[config.mk]
export PLATFORM = sky130hd
export DESIGN_NAME = ins_issue_sequencer
export DESIGN_NICKNAME = d
export VERILOG_FILES = /design/src/rtl/ins_issue_sequencer.sv
export SDC_FILE = /design/constraint.sdc
export NUM_CORES = 1
export LEC_CHECK = 0
export BUFFER_PORTS_ARGS = -buffer_cell sky130_fd_sc_hd__buf_2
export CAP_MARGIN = 20
export CORE_MARGIN = 2
export CORE_UTILIZATION = 50
export CTS_CLUSTER_DIAMETER = 150
export DETAILED_ROUTE_END_ITERATION = 16
export GPL_ROUTABILITY_DRIVEN = 0
export HOLD_SLACK_MARGIN = 0.02
export PLACE_DENSITY = 0.8
export RECOVER_POWER = 50
export SLEW_MARGIN = 20
export SYNTH_ARGS = -nofsm -noshare
export SYNTH_HDL_FRONTEND = slang
export SYNTH_SLANG_ARGS = --single-unit
[constraint.sdc]
create_clock -name Clkk -period 3.95 [get_ports Clkk]
set_input_delay 0.1975 -clock Clkk [delete_from_list [all_inputs] [get_ports Clkk]]
set_output_delay 0.1975 -clock Clkk [all_outputs]
set_load 0.01 [all_outputs]
[src/rtl/ins_issue_sequencer.sv]
// ins_issue_sequencer: fetches instructions from ROM and issues them to dependency check.
// Inserts one bubble on a load-use hazard and handles start, hold and HALT.
module ins_issue_sequencer #(
    parameter int         PC_W    = 8,
    parameter logic [4:0] OP_LOAD = 5'b10100,
    parameter logic [4:0] OP_HALT = 5'b11111
) (
    input  logic            Clkk,
    input  logic            Rstn,
    input  logic            start,
    input  logic            hold,
    input  logic [19:0]     Ins,
    output logic [PC_W-1:0] pc,
    output logic            fetch_en,
    output logic [19:0]     Ins_out,
    output logic            issue_valid,
    output logic            stall,
    output logic            halted,
    output logic [7:0]      stall_cnt
);
    typedef enum logic [1:0] {IDLE, RUN, HALTED} state_t;
    state_t state, state_nx;
    // Only op and destination of the instruction in execute matter for hazard detection.
    logic [9:0]      ex, ex_nx;
    logic [19:0]     ins_out_nx;
    logic [PC_W-1:0] pc_nx;
    logic            iv_nx, halted_nx, active, hazard;
    logic [7:0]      cnt_nx;
    assign active   = state == RUN && !hold;
    assign hazard   = ex[9:5] == OP_LOAD && ex[4:0] != 5'd0 &&
                      (ex[4:0] == Ins[9:5] || ex[4:0] == Ins[4:0]);
    assign fetch_en = active;
    assign stall    = active && hazard;
    always_ff @(posedge Clkk or negedge Rstn) begin
        if (!Rstn) begin
            state       <= IDLE;
            pc          <= '0;
            ex          <= '0;
            Ins_out     <= '0;
            issue_valid <= 1'b0;
            halted      <= 1'b0;
            stall_cnt   <= '0;
        end else begin
            state       <= state_nx;
            pc          <= pc_nx;
            ex          <= ex_nx;
            Ins_out     <= ins_out_nx;
            issue_valid <= iv_nx;
            halted      <= halted_nx;
            stall_cnt   <= cnt_nx;
        end
    end
    always_comb begin
        state_nx   = state;
        pc_nx      = pc;
        ex_nx      = ex;
        ins_out_nx = Ins_out;
        iv_nx      = issue_valid;
        halted_nx  = halted;
        cnt_nx     = stall_cnt;
        if (state == IDLE && start) begin
            state_nx = RUN;
            pc_nx    = '0;
        end else if (stall) begin
            ins_out_nx = '0;
            iv_nx      = 1'b0;
            ex_nx      = '0;
            cnt_nx     = &stall_cnt ? stall_cnt : stall_cnt + 8'd1;
        end else if (active && Ins[19:15] == OP_HALT) begin
            ins_out_nx = '0;
            iv_nx      = 1'b0;
            ex_nx      = '0;
            state_nx   = HALTED;
            halted_nx  = 1'b1;
        end else if (active) begin
            ins_out_nx = Ins;
            iv_nx      = 1'b1;
            ex_nx      = Ins[19:10];
            pc_nx      = pc + 1'b1;
        end
    end
endmodule

==> results.yml <==
flow_run:
  drv_cap: 1
timing:
  hold_viol_final: 0
  fin_crit_ps: 2530
  rsz0062_at_grt: "no"
  final_max_slew_viol_count: 41
  finClkSkew_ps: 5.53
  setup_viol: 0
  tightest_slew_ps: 2110
  period_share_pct: 64.0
  clock.fmax_mhz: 396
  tns_ps: 0
  relSlewSlack_pct: -40.5
drt:
  drt-initial-drc-count: 96
  drc: 0
  wl_per_cell_um: 14.7
  num_vias: 1553
  postRouteAntennaNets: 0
  drt-total-wl_mm: 4.14
  firstDrtPassIters: 4
  vias_per_cell: 5.53
yosys:
  synth.distinct_cells: 37
  synth_top_cell_by_area: "dfrtp_1"
  postSynth.asyncResetShare_pct: 100
  syn-cell-area_mm2: 0.00188
  ys_ff_latch: 40
  yosysWarnings: 0
  synth_edf_count: 0
  synth.net_count: 193
  ys_seq_area_share_pct: 53.3
  post_synth.cell_area_avg_um2: 11.2
  yosys-top-cells-area: "dfrtp_1 53%, a22o_1 9.3%, xor2_1 6.1%"
  synth_top_cell_area_share_pct: 53.3
  ys.flop_type: "dfrtp_1"
  postSynthCellCount: 167
power:
  pwr-share-clk_pct: 24.5
  fin_total_pwr_w: 0.00159
  peakVddDrop_v: 0.000430
  seqPwrFrac_pct: 42.4
  leakagePower_nw: 1.19
  p_sw_share_pct: 34.6
  p_int_w: 0.00104
  net-switching-power_w: 0.000549
  combPwrFrac_pct: 33.1
  p_per_area_mw_per_mm2: 673
placed_design:
  dpl.hpwl_mm: 3.03
  io_buffer_count: 63
clock_network:
  ctsResizeCount: 0
  clk_latency_ps: 290
  clk_path_buf_depth: 2
  cts_root_buffer: "clkbuf_8"
  hold_buffers: 0
  cts_tree: "done"
  post_cts_buffers: 0
  htree_levels: 2
  numCtsBuffers: 5
  path_clk_slew_ps: 80
  cts.sinks: 40
worst_setup_path:
  path_buf_inv: 2
  cp_slowest_cell: "nor3_2"
  r2r_end: "Ins_out[6]"
  r2r_setup_slack_ps: 1420
  path_class: "reg -> reg"
  cp_top_family: "simple AND/OR/NAND/NOR gates"
  worstSetupEndpointType: "flip-flop"
  r2r-start: "Ins_out[12]"
  cpMostUsedCell: "buf_4"
  critPathMaxFanout: 20
  startpoint_type: "flip-flop"
  required_ps: 4180
  crit_path_max_incr_delay_ps: 630
  path_cells: "or4_1 > nor2_1 > nor4_2 > buf_4 > nor3_2 > buf_4 > a22o_1"
  arrival_ps: 2760
  startpoint: "Ins_out[12]"
  reg2reg_depth: 7
min_path:
  min-delay-start: "Ins[11]"
  worstHoldPathCells: 2
  whs_endpoint: "Ins_out[11]"
  hp-class: "in -> reg"
floorplanning:
  die_h_um: 65.3
  row_count: 22
  initial_core_util_pct: 51.7
  core-area_mm2: 0.00363
  dieArea_mm2: 0.00426
  io_pins: 64
  die_w_um: 65.3
global_route:
  grt_pass1_vias: 1404
  overflow: 0
  grt_max_degree: 41
  grt_pass1_wl_mm: 6.72
  grt_usage_pct: 20.7
  grt_antenna_before_repair: 0
final_layout:
  area_growth_pct: 25.7
  n_antenna_cell: 0
  drive_above_1_share_pct: 26.6
  nets: 259
outcome:
  status: "complete, but fails checks"
  violations: "capacitance limit, slew limit"
[cells by family (layout without fill, tap and decap cells)]
logic type / Yosys count / after routing / synth area share (%)
mux: 1 / 1 / 0.600
buf+inv: 11 / 77 / 2.40
xor+xnor: 17 / 17 / 7.93
flops: 40 / 40 / 53.3
simple gates: 58 / 58 / 18.6
fa+ha+maj: 2 / 2 / 1.33
compound gates: 38 / 38 / 15.8
[layout make-up]
type / instances / area (um^2)
clock buffer: 5 / 68.8
clock inverter: 2 / 60.1
fill: 320 / 1270
inverter: 4 / 15.0
multi-input combinational: 116 / 842
sequential: 40 / 1000
tap: 48 / 60.1
timing repair buffer: 66 / 312
[power by group through the flow]
stage	Clock (W)	Sequential [W]	Combinational, W
3_3_place_gp	0	0.000674	0.000534
5_1_grt	0.000409	0.000698	0.000580
6_report	0.000388	0.000674	0.000526
3_5_place_dp	0	0.000678	0.000547
4_1_cts	0.000392	0.000674	0.000548
2_1_floorplan	0	0.000720	0.000268
[flip-flops by register name, summed over array words and instances (netlist names)]
| name | count |
|---|---|
| state | 2 |
| stall_cnt | 8 |
| halted | 1 |
| pc | 8 |
| issue_valid | 1 |
| Ins_out | 20 |
[worst max-delay path by stage]
stage	to	slack [ps]	depth (start not counted)
after floorplan	stall_cnt[3]	1830	9
after global placement	Ins_out[6]	1480	7
after detailed placement	Ins_out[6]	1420	7
after CTS	Ins_out[10]	1400	7
after global routing	Ins_out[10]	1220	9
final	Ins_out[6]	1420	7
[cell usage in the layout (no fill, tap or decap), types with 2 or more instances in the layout]
master     instances
a22o_1            20
nand4_1            5
o21ai_0            6
nor3_1             2
nand2_1           11
inv_1              3
xnor2_1            4
buf_2             42
ha_1               2
and2_1             2
or4_1              3
or2_2              2
a21o_1             2
dfrtp_1           40
and3_1             6
nand3_1            9
xor2_1            13
clkbuf_8           5
nor2_1             7
bufinv_16          2
buf_4              3
and4bb_2           2
o211ai_1           3
clkbuf_1          21
[synth_stat cells (2+ instances only)]
master    instances
buf_2             3
dfrtp_1          40
clkbuf_1          4
nand4_1           5
and2_1            2
nor2_1            7
nand2_1          11
nand3_1           9
nor4_1            2
and4bb_2          2
and3_1            6
ha_1              2
or2_2             2
nor3_1            3
a21o_1            2
or4_1             3
inv_1             3
o21ai_0           6
o211ai_1          3
xor2_1           13
a22o_1           20
xnor2_1           4
[metal layers]
metal / track usage, % / wire, um / up-vias
met1: 29.1 / 1960 / 750
li1: - / - / 756
met2: 30.7 / 1890 / 42
met5: 0 / 0 / -
met3: 5.99 / 233 / 5
met4: 7.29 / 61 / 0
[metrics by stage]
stage | instances | area, um^2 | hold slack (ps) | setup WS (ps) | util [%]
finish | 281 | 2360 | 120 | 1420 | 64.9
global route | 281 | 2360 | 124 | 1220 | 64.9
CTS | 281 | 2380 | 47.2 | 1400 | 65.6
detailed placement | 274 | 2260 | 364 | 1420 | 62.1
global placement | 274 | 2260 | 365 | 1480 | 62.1
floorplan | 167 | 1880 | -98.1 | 1830 | -
No activity file was read; power rests on OpenSTA's default activity.
